$ cat config.mk
export PLATFORM = sky130hd
export DESIGN_NAME = cpu_perf_monitor
export DESIGN_NICKNAME = d
export VERILOG_FILES = /design/src/rtl/cpu_perf_monitor_pkg.sv /design/src/rtl/cpu_perf_monitor_sat_counter.sv /design/src/rtl/cpu_perf_monitor.sv
export SDC_FILE = /design/constraint.sdc
export NUM_CORES = 1
export LEC_CHECK = 0
export CAP_MARGIN = 20
export CORE_ASPECT_RATIO = 1.5
export CORE_MARGIN = 3
export CORE_UTILIZATION = 49
export CTS_BUF_LIST = sky130_fd_sc_hd__clkbuf_8 sky130_fd_sc_hd__clkbuf_16
export CTS_CLUSTER_SIZE = 40
export DETAILED_ROUTE_END_ITERATION = 8
export PLACE_DENSITY = 0.72
export SYNTH_ARGS = -nofsm -noshare
export SYNTH_HDL_FRONTEND = slang
export SYNTH_SLANG_ARGS = --single-unit
$ cat constraint.sdc
create_clock -name clk -period 2.3 [get_ports clk]
set_input_delay 0.46 -clock clk [delete_from_list [all_inputs] [get_ports clk]]
set_output_delay 0.46 -clock clk [all_outputs]
set_load 0.005 [all_outputs]
$ cat src/rtl/cpu_perf_monitor_pkg.sv
// Shared encodings for the CPU performance monitor: FSM states, counter
// select codes, termination reasons and the instruction decode constants.
package cpu_perf_monitor_pkg;

    typedef enum logic [1:0] {
        ST_IDLE = 2'd0,
        ST_RUN  = 2'd1,
        ST_DONE = 2'd2
    } state_e;

    localparam logic [1:0] REASON_NONE   = 2'd0;
    localparam logic [1:0] REASON_BUDGET = 2'd1;
    localparam logic [1:0] REASON_HANG   = 2'd2;

    localparam int NUM_CNT = 8;

    localparam logic [2:0] SEL_CYCLE = 3'd0;
    localparam logic [2:0] SEL_INSTR = 3'd1;
    localparam logic [2:0] SEL_ADDI  = 3'd2;
    localparam logic [2:0] SEL_ADD   = 3'd3;
    localparam logic [2:0] SEL_LW    = 3'd4;
    localparam logic [2:0] SEL_BEQ   = 3'd5;
    localparam logic [2:0] SEL_STALL = 3'd6;
    localparam logic [2:0] SEL_FLUSH = 3'd7;

    localparam logic [5:0] OP_R_TYPE = 6'b000000;
    localparam logic [5:0] OP_ADDI   = 6'b001000;
    localparam logic [5:0] OP_LW     = 6'b100011;
    localparam logic [5:0] OP_BEQ    = 6'b000100;
    localparam logic [5:0] FUNCT_ADD = 6'b100000;

endpackage

$ cat src/rtl/cpu_perf_monitor_sat_counter.sv
// Saturating up-counter with synchronous clear; holds at all-ones.
module sat_counter #(
    parameter int CNT_W = 32
) (
    input  logic             clk,
    input  logic             rst_n,
    input  logic             clr,
    input  logic             inc,
    output logic [CNT_W-1:0] cnt
);

    logic [CNT_W-1:0] cnt_q;
    logic [CNT_W-1:0] cnt_d;

    always_comb begin
        cnt_d = cnt_q;
        if (clr) begin
            cnt_d = '0;
        end else if (inc && (cnt_q != {CNT_W{1'b1}})) begin
            cnt_d = cnt_q + CNT_W'(1);
        end
    end

    always_ff @(posedge clk) begin
        if (!rst_n) begin
            cnt_q <= '0;
        end else begin
            cnt_q <= cnt_d;
        end
    end

    assign cnt = cnt_q;

endmodule

$ cat src/rtl/cpu_perf_monitor.sv
// Performance and liveness monitor beside the 5-stage CPU: event counters,
// periodic PC/instruction snapshots and budget/hang run termination.
module cpu_perf_monitor
    import cpu_perf_monitor_pkg::*;
#(
    parameter int ADDR_LEN      = 32,
    parameter int DATA_LEN      = 32,
    parameter int CNT_W         = 32,
    parameter int SAMPLE_PERIOD = 10,
    parameter int MAX_CYCLES    = 50,
    parameter int HANG_LIMIT    = 8
) (
    input  logic                clk,
    input  logic                rst_n,
    input  logic                start,
    input  logic [ADDR_LEN-1:0] pc,
    input  logic [DATA_LEN-1:0] inst,
    input  logic                inst_valid,
    input  logic                stall,
    input  logic                flush,
    input  logic [2:0]          rd_sel,
    output logic [CNT_W-1:0]    rd_data,
    output logic                snap_valid,
    output logic [ADDR_LEN-1:0] snap_pc,
    output logic [DATA_LEN-1:0] snap_inst,
    output logic                running,
    output logic                done,
    output logic [1:0]          done_reason
);

    // The budget tracker is separate from cycle_cnt so a narrow, saturated
    // cycle_cnt can never prevent the run from ending.
    localparam int BUD_W  = $clog2(MAX_CYCLES + 1);
    localparam int HANG_W = $clog2(HANG_LIMIT + 1);
    localparam int SAMP_W = (SAMPLE_PERIOD > 1) ? $clog2(SAMPLE_PERIOD) : 1;
    localparam logic [BUD_W-1:0]  BUD_LAST    = BUD_W'(MAX_CYCLES - 1);
    localparam logic [HANG_W-1:0] HANG_LAST   = HANG_W'(HANG_LIMIT - 1);
    localparam logic [SAMP_W-1:0] SAMP_RELOAD = SAMP_W'(SAMPLE_PERIOD - 1);

    state_e              state_q, state_d;
    logic [1:0]          reason_q, reason_d;
    logic [BUD_W-1:0]    budget_q, budget_d;
    logic [HANG_W-1:0]   hang_q, hang_d;
    logic [SAMP_W-1:0]   samp_q, samp_d;
    logic [ADDR_LEN-1:0] prev_pc_q;
    logic [ADDR_LEN-1:0] snap_pc_q, snap_pc_d;
    logic [DATA_LEN-1:0] snap_inst_q, snap_inst_d;
    logic                snap_valid_q, snap_valid_d;
    logic [CNT_W-1:0]    rd_data_q, rd_data_d;

    logic             run, clr, qual, hang_reset, budget_hit, hang_hit, snap_take;
    logic [5:0]       opcode, funct;
    logic [NUM_CNT-1:0] inc;
    logic [CNT_W-1:0] cnt [NUM_CNT];

    assign run        = (state_q == ST_RUN);
    assign qual       = inst_valid && !stall && !flush;
    assign opcode     = inst[31:26];
    assign funct      = inst[5:0];
    assign hang_reset = (pc != prev_pc_q) || stall || flush;
    assign budget_hit = run && (budget_q == BUD_LAST);
    assign hang_hit   = run && !hang_reset && (hang_q == HANG_LAST);
    assign snap_take  = run && (samp_q == '0);

    always_comb begin
        state_d  = state_q;
        reason_d = reason_q;
        clr      = 1'b0;
        unique case (state_q)
            ST_IDLE: begin
                if (start) begin
                    state_d = ST_RUN;
                    clr     = 1'b1;
                end
            end
            ST_RUN: begin
                if (budget_hit) begin
                    state_d  = ST_DONE;
                    reason_d = REASON_BUDGET;
                end else if (hang_hit) begin
                    state_d  = ST_DONE;
                    reason_d = REASON_HANG;
                end
            end
            ST_DONE: begin
                if (start) begin
                    state_d  = ST_RUN;
                    reason_d = REASON_NONE;
                    clr      = 1'b1;
                end
            end
            default: state_d = ST_IDLE;
        endcase
    end

    // Run trackers idle at zero outside RUN so cycle 0 always snapshots.
    always_comb begin
        budget_d     = '0;
        hang_d       = '0;
        samp_d       = '0;
        snap_valid_d = snap_take;
        snap_pc_d    = snap_pc_q;
        snap_inst_d  = snap_inst_q;
        if (run) begin
            budget_d = budget_q + BUD_W'(1);
            hang_d   = hang_reset ? '0 : hang_q + HANG_W'(1);
            samp_d   = (samp_q == '0) ? SAMP_RELOAD : samp_q - SAMP_W'(1);
        end
        if (clr) begin
            snap_pc_d   = '0;
            snap_inst_d = '0;
        end else if (snap_take) begin
            snap_pc_d   = pc;
            snap_inst_d = inst;
        end
    end

    always_comb begin
        inc            = '0;
        inc[SEL_CYCLE] = run;
        inc[SEL_INSTR] = run && qual;
        inc[SEL_ADDI]  = run && qual && (opcode == OP_ADDI);
        inc[SEL_ADD]   = run && qual && (opcode == OP_R_TYPE) && (funct == FUNCT_ADD);
        inc[SEL_LW]    = run && qual && (opcode == OP_LW);
        inc[SEL_BEQ]   = run && qual && (opcode == OP_BEQ);
        inc[SEL_STALL] = run && stall;
        inc[SEL_FLUSH] = run && flush;
        rd_data_d      = cnt[rd_sel];
    end

    for (genvar g = 0; g < NUM_CNT; g++) begin : g_cnt
        sat_counter #(.CNT_W(CNT_W)) u_cnt (
            .clk   (clk),
            .rst_n (rst_n),
            .clr   (clr),
            .inc   (inc[g]),
            .cnt   (cnt[g])
        );
    end

    always_ff @(posedge clk) begin
        if (!rst_n) begin
            state_q      <= ST_IDLE;
            reason_q     <= REASON_NONE;
            budget_q     <= '0;
            hang_q       <= '0;
            samp_q       <= '0;
            prev_pc_q    <= '0;
            snap_pc_q    <= '0;
            snap_inst_q  <= '0;
            snap_valid_q <= 1'b0;
            rd_data_q    <= '0;
        end else begin
            state_q      <= state_d;
            reason_q     <= reason_d;
            budget_q     <= budget_d;
            hang_q       <= hang_d;
            samp_q       <= samp_d;
            prev_pc_q    <= pc;
            snap_pc_q    <= snap_pc_d;
            snap_inst_q  <= snap_inst_d;
            snap_valid_q <= snap_valid_d;
            rd_data_q    <= rd_data_d;
        end
    end

    assign rd_data     = rd_data_q;
    assign snap_valid  = snap_valid_q;
    assign snap_pc     = snap_pc_q;
    assign snap_inst   = snap_inst_q;
    assign running     = run;
    assign done        = (state_q == ST_DONE);
    assign done_reason = reason_q;

endmodule

### Word level (Yosys, flattened, before mapping)

Index checks and enable logic that the tools add are counted.

| cells by class | value |
|---|---|
| add/sub/neg operators | 11 |
| multiply operators | 0 |
| divide/modulo/power cells | 0 |
| $lt $le $gt $ge | 1 |
| equal/unequal tests | 20 |
| shifts and indexed selects | 0 |
| multiplexer cells | 13 |
| bitwise operators | 3 |
| reduce and logical (&&, ||, !) cells | 38 |

Operators with widths:

| kind | count |
|---|---|
| adder 32 x 1 -> 32 bit, second input constant | 8 |
| inequality test 32 bit, second input constant | 8 |
| binary-select mux 32 bit (select 3 bit) | 1 |
| 2-to-1 mux 32 bit | 2 |
| inequality test 32 bit | 1 |
| logical AND 1 bit | 22 |
| equality test 6 bit, second input constant | 3 |
| 2-to-1 mux 2 bit | 5 |
| case mux 2 bit (2 select lines) | 2 |
| adder 6 x 1 -> 6 bit, second input constant | 1 |
| equality test 6 x 3 -> 1 bit, second input constant | 1 |
| equality test 6 x 4 -> 1 bit, second input constant | 1 |
| zero test 6 bit | 1 |
| OR reduction 3 bit | 2 |
| adder 4 x 1 -> 4 bit, second input constant | 1 |
| equality test 4 x 3 -> 1 bit, second input constant | 1 |
| >= comparator 4 bit, second input constant | 1 |
| zero test 4 bit | 1 |
| 2-to-1 mux 4 bit | 1 |
| inverter 3 -> 4 bit | 1 |
| AND reduction 2 bit | 2 |
| OR reduction 2 bit | 2 |
| subtractor 4 x 1 -> 4 bit, second input constant | 1 |
| zero test 1 bit | 3 |
| other kinds (11) | 14 |

| storage, ports and cells | value |
|---|---|
| flip-flop bits (word level) | 403 |
| latch bits | 0 |
| bits in writable memories | 0 |
| memory bits (read-only) | 0 |
| logic and storage cells | 105 |
| memories | 0 |

### Depth between registers and ports, before layout

| logic depth | value |
|---|---|
| depth in word-level cells | 9 |
| gate-level depth with buffers | 10 |

### Modules after synthesis

From an unflattened synthesis, not the netlist that was laid out.

| second synthesis, totals | value |
|---|---|
| cells, all modules | 2308 |
| area total of the unflattened synthesis | 20369.5 sq um |

Modules (own cells, without submodules):

| module | instances | cells an instance | area an instance (sq um) | seq. area each (sq um) |
|---|---|---|---|---|
| sat_counter | 8 | 203 | 1667.8 | 640.6 |
| cpu_perf_monitor | 1 | 684 | 7026.7 | 2942.8 |

### Least setup slack after synthesis

OpenSTA, ideal clock, no wires.

| timing path | value |
|---|---|
| kind | input -> register |
| start | in inst[31] |
| end | reg g_cnt[5].u_cnt.cnt_q[23] |
| setup time | 0.070 ns |
| arrival time | 2.166 ns |
| required time | 2.230 ns |
| setup slack | 0.063 ns |
| stages on the path | 7 |
| path buffers | 1 |
| cell sequence | or4_1 nor4_1 and4_1 clkbuf_1 nand2_1 or3_1 a21oi_1 |

| on the way | value |
|---|---|
| longest elaborated chain between the ends | 3 |

RTL lines:

| what | line | source |
|---|---|---|
| start: declaration | cpu_perf_monitor.sv:17 | `input logic [DATA_LEN-1:0] inst,` |
| equality test 6 x 3 -> 1 bit | cpu_perf_monitor.sv:125 | `inc[SEL_BEQ] = run && qual && (opcode == OP_BEQ);` |
| logical AND 1 bit | cpu_perf_monitor.sv:125 |  |
| logical AND 1 bit | cpu_perf_monitor_sat_counter.sv:19 | `end else if (inc && (cnt_q != {CNT_W{1'b1}})) begin` |
| end signal: assignment | cpu_perf_monitor_sat_counter.sv:28 | `cnt_q <= cnt_d;` |
| end: declaration | cpu_perf_monitor_sat_counter.sv:12 | `logic [CNT_W-1:0] cnt_q;` |

No other way between the ends.
A chain may end at the register's enable or synchronous reset.

### Final worst setup path

| timing path | value |
|---|---|
| start | in inst[31] |
| end | reg g_cnt[5].u_cnt.cnt_q[26] |

Same word-level chain as after synthesis.

==> flow_metrics.tcl <==
set metrics [dict create \
    h-tree-depth 2 \
    hold_viol_final 0 \
    clkLatencyLatePin_ns 0.55 \
    final.min_clock_period_ns 2.23 \
    coreArea_um2 38000 \
    clk_pin_slew_worst_paths_ns 0.07 \
    synth_warnings 0 \
    ys_async_sr_fraction_pct 0 \
    io_buffers 173 \
    pwr-share-seq_pct 48.7 \
    muxShareOfSynthArea_pct 9.58 \
    synthToLayoutAreaGrowth_pct 25.4 \
    gp_congestion 0.982 \
    power_frac_clock_pct 44.5 \
    final_util_pct 62.9 \
    clock.fmax_mhz 448 \
    viasPerCell 5.75 \
    synth_top_area_share_pct 42.4 \
    vias 16900 \
    arrival_ns 2.66 \
    ios 174 \
    worst-path-buf-inv 2 \
    maxSlewHeadroom_pct 57.9 \
    rows 87 \
    first_global_vias 16600 \
    synth-compound-area-share_pct 5.25 \
    max_stage_delay_ns 0.66 \
    switchingPower_uw 3390 \
    final_common_cell "dfxtp_1" \
    rsz0062_at_grt "true" \
    hp-class "primary input to register" \
    wirelength_mm 57.9 \
    worstPathRequired_ns 2.73 \
    synth_area_leaders "dfxtp_1, mux4_2, xor2_1" \
    ys_types 66 \
    numClockSinks 403 \
    dominantRegCellSynth "dfxtp_1" \
    synth_fa_ha_area_share_pct 0.788 \
    end_kind "register" \
    setup_slack_ns 0.0687 \
    swShare_pct 23.2 \
    num-nets-final 2506 \
    synth-simple-area-share_pct 28.3 \
    critPathKind "primary input to register" \
    finClkSkew_ns 0.0176 \
    die_w_um 167 \
    place_ws_ns -0.616 \
    powerDensity_nw_per_um2 611 \
    grt_start_max_net_pins 79 \
    vdd_drop_max_mv 0.685 \
    synth_top_family_by_area "simple AND/OR/NAND/NOR gates" \
    die_y_um 247 \
    clockRootBuffer "clkbuf_16" \
    antenna_found_initial 1 \
    nFillCells 3100 \
    start_util_pct 50.1 \
    cp_top_family "simple AND/OR/NAND/NOR gates" \
    synth_edf_count 0 \
    tightest_slew_ns 0.624 \
    synthesis.nets 2219 \
    start_kind "primary input" \
    power_leakage_uw 0.00832 \
    cts_buffers 39 \
    setup_viol 0 \
    drv_slew 0 \
    antenna_left 0 \
    internal-power_uw 11200 \
    wl_per_cell_um 19.7 \
    ys_ff_latch 403 \
    avgSynthCellArea_um2 8.93 \
    grt_overflow 0 \
    route.detailed.drc 0 \
    run_status "complete, no violations" \
    ctsLongestPathBuffers 3 \
    seq_area_frac_synth_pct 42.4 \
    yosys.area.top_type "dfxtp_1" \
    grt_pass1_wl_mm 90.0 \
    slowest_stage "or4_1" \
    syn_area_um2 19000 \
    combPwrFrac_pct 6.8 \
    crit_fanout 10 \
    maxCapViolations 0 \
    hpwl_mm 43.6 \
    drt_iter0_drc 1043 \
    cts_tree "yes" \
    final_cell_mix "dfxtp_1, nor2_1, nand2_1, buf_4, clkdlybuf4s50_1" \
    grt_util_all_layers_pct 27.2 \
    synthXorXnorAreaFrac_pct 11.0 \
    first_pass_iters 5 \
    dieArea_um2 41300 \
    path_cells "clkdlybuf4s50_1 -> or4_1 -> nor4_2 -> nand3_1 -> buf_4 -> nor4_1 -> xnor2_1 -> nor2_1" \
    antenna_cells 0 \
    drive_gt1_share_pct 14.2 \
    syn_inst 2134 \
    period_share_pct 97.0 \
]
## routing by layer
layer	wire [µm]	track usage (%)	up-vias
li1	-	-	8039
met1	20800	29.6	8044
met2	28700	47.5	616
met3	3580	5.34	187
met4	4690	19.5	2
met5	19	0	-
## synthesized netlist by cell type (11+ instances only)
cell type and number:
nand4_1 96, o21ai_0 35, and4_1 28, xnor2_1 104, nand2_1 241, dfxtp_1 403
and3_1 51, nand3_1 117, clkbuf_1 88, or3_1 33, ha_1 12, nor2_1 274
a21oi_1 100, inv_1 32, mux4_2 63, nor4_1 25, mux2i_1 38, and2_1 52
xor2_1 135, nand2b_1 11, nor2b_1 42, nor3_1 58
## path summary, 6_finish.rpt
| check | start | to | slack (ns) | depth (start not counted) |
|---|---|---|---|---|
| worst max-delay path | inst[31] | g_cnt[5].u_cnt.cnt[26] | 0.07 | 8 |
| worst min register to register | hang_q[0] | hang_q[0] | 0.45 | 1 |
| worst min-delay path | rst_n | state_q[1] | 0.25 | 2 |
| worst max register to register | state_q[1] | g_cnt[4].u_cnt.cnt[30] | 0.10 | 7 |
## metrics by stage
stage               area (µm²)  std cells  TNS, ns  power [µW]  hold WS [ns]
floorplan                19000       2134        0        7740         0.418
global placement         22400       2865   -59.73        8230         0.429
detailed placement       22400       2865   -65.00        8250         0.439
CTS                      23800       2933  -0.0192       14700         0.230
global route             23900       2937  -0.0386       15000         0.252
finish                   23900       2937        0       14600         0.246
## power by group through the flow
stage               combinational [µW]  sequential [µW]  clock [µW]
floorplan                          482             7260           0
global placement                   976             7260           0
detailed placement                 991             7260           0
CTS                                998             7100        6600
global route                      1080             7110        6840
finish                             999             7100        6490
## timing repair
action	4_1_cts	5_1_grt
resized for setup	10	22
setup buffers	0	4
hold buffers	0	0
pin swaps	0	9
endpoints found under the setup margin	20	59
## sequential cells by signal, indices dropped and copies added, names as in the netlist, 4 cells and up
signal and flops:
rd_data 32, snap_inst 32, budget_q 6, prev_pc_q 32, samp_q 4, snap_pc 32
hang_q 4, g_cnt.u_cnt.cnt 256
## area by class of cell
cell class | count | area, µm² | share of cell area [%]
multi-input combinational | 1595 | 10600 | 44.4
clock buffer | 50 | 1130 | 4.72
inverter | 33 | 126 | 0.529
timing repair buffer | 349 | 3180 | 13.3
sequential | 403 | 8070 | 33.8
tap | 489 | 612 | 2.56
clock inverter | 18 | 153 | 0.639
## kinds of logic after synthesis
family / after synthesis
XOR/XNOR: 239
adder cells (fa/ha/maj): 12
multiplexers: 102
AND/OR/NAND/NOR: 1070
AO/OA/AOI/OAI: 172
flip-flops: 403
buffers and inverters: 136
Power figures use the tool's default switching activity.
